===== config.mk =====
export PLATFORM = sky130hd
export DESIGN_NAME = pipe_stage
export DESIGN_NICKNAME = d
export VERILOG_FILES = /design/src/rtl/pipe_stage.sv
export SDC_FILE = /design/constraint.sdc
export NUM_CORES = 1
export LEC_CHECK = 0
export ABC_AREA = 1
export CAP_MARGIN = 20
export CORE_ASPECT_RATIO = 1.1
export CORE_MARGIN = 2
export CORE_UTILIZATION = 56
export DETAILED_ROUTE_END_ITERATION = 10
export PLACE_DENSITY = 0.86
export SLEW_MARGIN = 40
export SYNTH_ARGS = -nofsm -noshare
export SYNTH_HDL_FRONTEND = slang
export SYNTH_SLANG_ARGS = --single-unit
export TNS_END_PERCENT = 50

===== constraint.sdc =====
create_clock -name clk -period 15 [get_ports clk]
set_input_delay 3 -clock clk [delete_from_list [all_inputs] [get_ports clk]]
set_output_delay 3 -clock clk [all_outputs]
set_load 0.02 [all_outputs]

===== src/rtl/pipe_stage.sv =====
// pipe_stage: elastic valid/ready pipeline register with skid buffer, flush-to-NOP and saturating stall counter.
module pipe_stage #(
  parameter int DATA_W = 64,
  parameter logic [DATA_W-1:0] NOP_VALUE = {DATA_W{1'b0}},
  parameter int CNT_W = 16
) (
  input  logic              clk,
  input  logic              rst,
  input  logic              flush,
  input  logic              in_valid,
  output logic              in_ready,
  input  logic [DATA_W-1:0] in_data,
  output logic              out_valid,
  input  logic              out_ready,
  output logic [DATA_W-1:0] out_data,
  output logic [1:0]        occupancy,
  output logic [CNT_W-1:0]  stall_cnt
);
  typedef enum logic [1:0] {EMPTY = 2'd0, BUSY = 2'd1, FULL = 2'd2} state_t;
  state_t state, state_nx;
  logic [DATA_W-1:0] main_q, main_nx, skid_q, skid_nx;
  logic ready_q, accept, fire;
  assign out_valid = state != EMPTY;
  assign in_ready  = ready_q;
  assign out_data  = main_q;
  assign occupancy = state;
  assign accept    = in_valid & ready_q;
  assign fire      = out_valid & out_ready;
  always_comb begin
    state_nx = state;
    main_nx  = main_q;
    skid_nx  = skid_q;
    unique case (state)
      EMPTY: if (accept) begin
        state_nx = BUSY;
        main_nx  = in_data;
      end
      BUSY: if (accept && fire) main_nx = in_data;
        else if (accept) begin
          state_nx = FULL;
          skid_nx  = in_data;
        end else if (fire) begin
          state_nx = EMPTY;
          main_nx  = NOP_VALUE;
        end
      FULL: if (fire) begin
        state_nx = BUSY;
        main_nx  = skid_q;
        skid_nx  = NOP_VALUE;
      end
      default: state_nx = EMPTY;
    endcase
    // flush overrides every transition; a same-cycle fire has already been taken downstream
    if (flush) begin
      state_nx = EMPTY;
      main_nx  = NOP_VALUE;
      skid_nx  = NOP_VALUE;
    end
  end
  always_ff @(posedge clk or posedge rst) begin
    if (rst) begin
      state     <= EMPTY;
      main_q    <= NOP_VALUE;
      skid_q    <= NOP_VALUE;
      ready_q   <= 1'b1;
      stall_cnt <= '0;
    end else begin
      state     <= state_nx;
      main_q    <= main_nx;
      skid_q    <= skid_nx;
      ready_q   <= state_nx != FULL;
      stall_cnt <= (out_valid && !out_ready && stall_cnt != '1) ? stall_cnt + 1'b1 : stall_cnt;
    end
  end
endmodule


# After elaboration in Yosys (flattened, before gate mapping)
# Cells that the tools add are included.
# totals
reg_bits	147
output_inout_bits	84
wordCells	45
# classes
addsub	1
n_eq_ne	10
mux	17
bitwise	2
reduce_logical	10
# ops
op	count
two-way mux 64 bit	8
case mux 64 bit (3 select lines)	1
case mux 64 bit (2 select lines)	1
adder 16 x 1 -> 16 bit, second input constant	1
!= test 16 bit, second input constant	1
two-way mux 2 bit	6
!= test 3 bit, second input constant	4
!= test 4 bit, second input constant	2
case mux 2 bit (3 select lines)	1
AND reduction 5 bit	1
AND reduction 4 bit	1
nonzero test 4 bit	1
logical AND 1 bit	3
nonzero test 3 bit	1
AND 1 bit	2
equality test 2 x 1 -> 1 bit, second input constant	1
equality test 2 bit, second input constant	1
zero test 2 bit	1
!= test 2 bit, second input constant	1
nonzero test 2 bit	1
zero test 1 bit	1

# Logic depth before layout (Yosys ltp)
# depth
depth_word	8
depth_mapped	11

# Worst setup path after synthesis
# No wires, ideal clock.
# synth_path
path_kind	flip-flop to output port
startpoint	register state[0] (netlist: occupancy[0])
endpoint	output port out_valid
t_arrival_ns	1.018
t_required_ns	12.000
setup_slack_ns	10.982
stages_incl_launch_ff	4
path_buffers	0
path_cell_list	dfrtp_1 inv_1 ha_1 inv_2
# synth_between
elab_chain_len	1
# synth_lines
element	line	rtl
start, declared	20	state_t state, state_nx;
start signal, assigned	68	state <= state_nx;
nonzero test 2 bit	23	assign out_valid = state != EMPTY;
end, declared	13	output logic out_valid,
# No other way between the ends.

# Worst setup path in the final report
# layout_path
startpoint	input port in_valid
endpoint	register main_q[10] (netlist: out_data[10])
# layout_between
elab_chain_len	5
# layout_lines
element	line	rtl
start, declared	10	input logic in_valid,
AND 1 bit (*)	27	assign accept = in_valid & ready_q;
logical AND 1 bit	38	BUSY: if (accept && fire) main_nx = in_data;
two-way mux 64 bit	38	
case mux 64 bit (3 select lines)	33	unique case (state)
two-way mux 64 bit	54	if (flush) begin
end signal, assigned	69	main_q <= main_nx;
end, declared	21	logic [DATA_W-1:0] main_q, main_nx, skid_q, skid_nx;
# Mark *: on every way between the ends. The rest lies on a longest branch, timed or not.
# A chain may end at the register's enable or synchronous reset.

==> metrics.md <==
| Metric | Value |
|---|---|
| Crit Path Category | `in2reg` |
| Cells along the critical path | `clkdlybuf4s50_1 -> nand2_1 -> inv_1 -> nand3_2 -> buf_4 -> nand2_2 -> buf_4 -> nand2_1 -> nand2_1 -> nand2_1 -> nand2_1` |
| Yosys warnings | `0` |
| Final Instance Area | `~9800 um^2` |
| Layout cells sized above 1 | `4.27%` |
| Synth Area in XOR/XNOR | `0.791%` |
| CP startpoint kind | `input port` |
| Internal power component | `0.000831 W` |
| R2R Setup Slk | `11870 ps` |
| Initial antenna violation count | `0` |
| Fin cells | `1405` |
| CTS tree | `built` |
| Vias post-DR | `7265` |
| Slowest stage delay, CP | `570 ps` |
| Antenna diode count | `0` |
| Max_slew headroom | `49.3%` |
| Final Max Slew Viols | `0` |
| Starting Density | `56.7%` |
| GPL Wtd Cong | `0.860` |
| CTS sink count | `147` |
| Grt ovf | `0` |
| Clock latency at the later pin of the worst-skew pair | `around 420 ps` |
| Clock Power Share | `34.0%` |
| Power per cell area | `124 nW/um^2` |
| Number of global-route vias before repair | `a little under 7000` |
| Core Area | `13700 um^2` |
| Combinational fraction of design power | `26.1%` |
| Hold depth | `2` |
| # H-tree levels | `4` |
| Synth Area in Adders | `0.807%` |
| Top FF cell, synth | `dfrtp_1` |
| Die area | `14800 um^2` |
| Final setup violation count | `0` |
| Status | `finished clean` |
| Setup TNS | `0 ps` |
| Worst hold slack | `466 ps` |
| Complex-gate fraction of the synthesized area | `1.18%` |
| Hold Crit Endpoint | `out_data[32]` |
| Count leader, synth | `nand2_1` |
| Crit share post-route | `35.4%` |
| First-pass GRT wire length | `32100 um` |
| Post-route DRC violation count | `0` |
| DR iter-0 viols | `668` |
| CP required | `between 15000 and 20000 ps` |
| Die H | `roughly 130 um` |
| Syn Nets | `1170` |
| RSZ-0062 raised after global routing | `no` |
| Cell mode on critical path | `nand2_1` |
| Synth-to-Final Area Change | `26.7%` |
| Root buf cell | `clkbuf_16` |
| Synth top area cells | `dfrtp_1, nand2_1, nand4_1` |
| Dpl cells | `around 1400` |
| P_sw | `0.000385 W` |
| Die width | `roughly 120 um` |
| Max VDD drop | `between 0.08 and 0.09 mV` |
| Synth Cell Area | `7750 um^2` |
| Port bufs | `152` |
| Reg2reg path depth | `11` |
| Reg-to-Reg Start | `occupancy[0]` |
| Routed Antenna Nets | `0` |
| Mux cell area share after synthesis | `0%` |
| Synthesis-stage register bit count | `approximately 150` |
| R2R Path End | `out_data[10]` |
| Final Critical Period | `5310 ps` |
| Slowest CP cell | `buf_4` |
| Largest family of logic cells by synthesized area | `simple AND/OR/NAND/NOR gates` |
| Final core occ | `71.8%` |
| Crit path capture type | `flip-flop` |
| Worst Max-Slew Pin Slew | `761 ps` |
| Clock-pin slew on the worst setup and hold paths | `approximately 50 ps` |
| Hold path start | `out_data[32]` |
| Post-DP Area | `slightly above 9000 um^2` |
| Largest net degree at the start of global routing | `130` |
| Family with the most delay on the worst path | `buffers and inverters` |
| Num CTS Buffers | `17` |
| DP HPWL | `11500 um` |
| # IOs | `153` |
| Sw Share | `31.6%` |
| WL/cell | `about 14 um` |
| Hold Fails Final Rpt | `0` |
| Post-synth top area cell | `dfrtp_1` |
| Crit path DAT | `5620 ps` |
| WL final | `19200 um` |
| Worst Hold Class | `reg2reg` |
| Post-synth EDFFs | `0` |
| CP Max Fanout | `between 60 and 70` |
| Synth Area in Simple Gates | `a little over 40%` |
| Pre-antenna DRT Iters | `5` |
| Clock buffer depth | `2` |
| Leak pwr | `roughly 5.3 nW` |
| Fraction of registers with async set/reset | `100%` |
| Max cap viols | `0` |
| FMAX | `188 MHz` |
| GRT Util Overall | `27.1%` |
| Vias/cell | `5.17` |
| FP Rows | `45` |
| PostCTS Resize Cnt | `0` |
| Mean post-synth cell area | `7.07 um^2` |
| Final net count | `approximately 1300` |
| # Post-CTS Setup Buffers | `0` |
| Hold buffer count at cts | `0` |
| Share of the synthesized area in the top cell type | `around 47%` |
| Cell count after synthesis | `1096` |
| Seq/Total Area, Yosys | `47.5%` |
| Synth cell types | `26` |
| Clock skew | `roughly 6.4 ps` |
| Synth top cells by count | `nand2_1, dfrtp_1, inv_1, nor2_1, nand3_1` |
| Sequential Power Share | `39.9%` |
| CP bufs+invs | `4` |
## per-layer routing
layer / routed length (um) / vias up / global-route usage (%) / share of wire [%]
met4: 401 / 0 / 10.8 / 2.1
met3: 1070 / 36 / 4.84 / 5.5
li1: - / 3611 / - / -
met1: 8390 / 3368 / 35.8 / 44
met5: 0 / - / 0 / 0
met2: 9370 / 250 / 44.3 / 49
## worst reg2reg max path: stages, from the launching register on
cell and delay (ps):
dfrtp_1 460, inv_1 140, ha_1 330, nor2_2 120, nand3_2 70, buf_4 570, nand2_2 560, buf_4 440
nand2_1 140, nand2_1 60, nand2_1 70, nand2_1 60
## placed cells by master, fill, tap and decap left out, types with 2 or more instances in the layout
master             n
dfrtp_1          146
nand4_1           68
clkbuf_16         17
clkbuf_8           4
bufinv_16          2
clkdlybuf4s50_1  152
nand2_2            3
inv_8              2
a21oi_1            2
nor2_1            82
ha_1               4
nand3_1           70
nand2_1          537
clkbuf_1           5
o21ai_0            9
inv_2              2
nor2_2             2
inv_1             81
nor2_4             3
xnor2_1            6
buf_4              6
## final cells by class
type / instances / area (um^2)
timing repair buffer: 159 / 1580
tap: 188 / 235
clock buffer: 26 / 499
fill: 1124 / 3860
sequential: 147 / 3680
multi-input combinational: 795 / 3420
inverter: 86 / 340
clock inverter: 4 / 72.6
## worst max path at each step
stage | from | endpoint | slack (ps) | cells after the start
5_1_grt | in_valid | out_data[15] | 9440 | 11
3_3_place_gp | out_ready | skid_q[45] | 9090 | 9
2_1_floorplan | rst | occupancy[0] | 8050 | 1
6_report | in_valid | out_data[10] | 9690 | 11
3_5_place_dp | in_valid | out_data[11] | 9270 | 11
4_1_cts | in_valid | out_data[11] | 9690 | 11
## kinds of logic (layout without fill, tap and decap cells)
| group | after synthesis | count (layout) |
|---|---|---|
| fa+ha+maj | 5 | 5 |
| compound gates | 14 | 14 |
| simple gates | 769 | 769 |
| buf+inv | 154 | 275 |
| xor+xnor | 7 | 7 |
| flops | 147 | 147 |
## registers in the layout (all words and copies together), names as in the netlist
name,count
out_data,64
skid_q,64
stall_cnt,16
occupancy,2
in_ready,1
## per-stage QoR
stage / total power, W / worst slack [ps]
after floorplan: 0.000687 / 8050
after global placement: 0.000799 / 9090
after detailed placement: 0.000807 / 9270
after CTS: 0.00122 / 9690
after global routing: 0.00128 / 9440
final: 0.00122 / 9690
## power by group through the flow
| stage | logic (W) | clock network, W | registers [W] |
|---|---|---|---|
| after floorplan | 0.000163 | 0 | 0.000524 |
| after global placement | 0.000310 | 0 | 0.000489 |
| after detailed placement | 0.000317 | 0 | 0.000490 |
| after CTS | 0.000320 | 0.000419 | 0.000484 |
| after global routing | 0.000353 | 0.000435 | 0.000491 |
| final | 0.000317 | 0.000414 | 0.000485 |
Power figures use the tool's default switching activity.
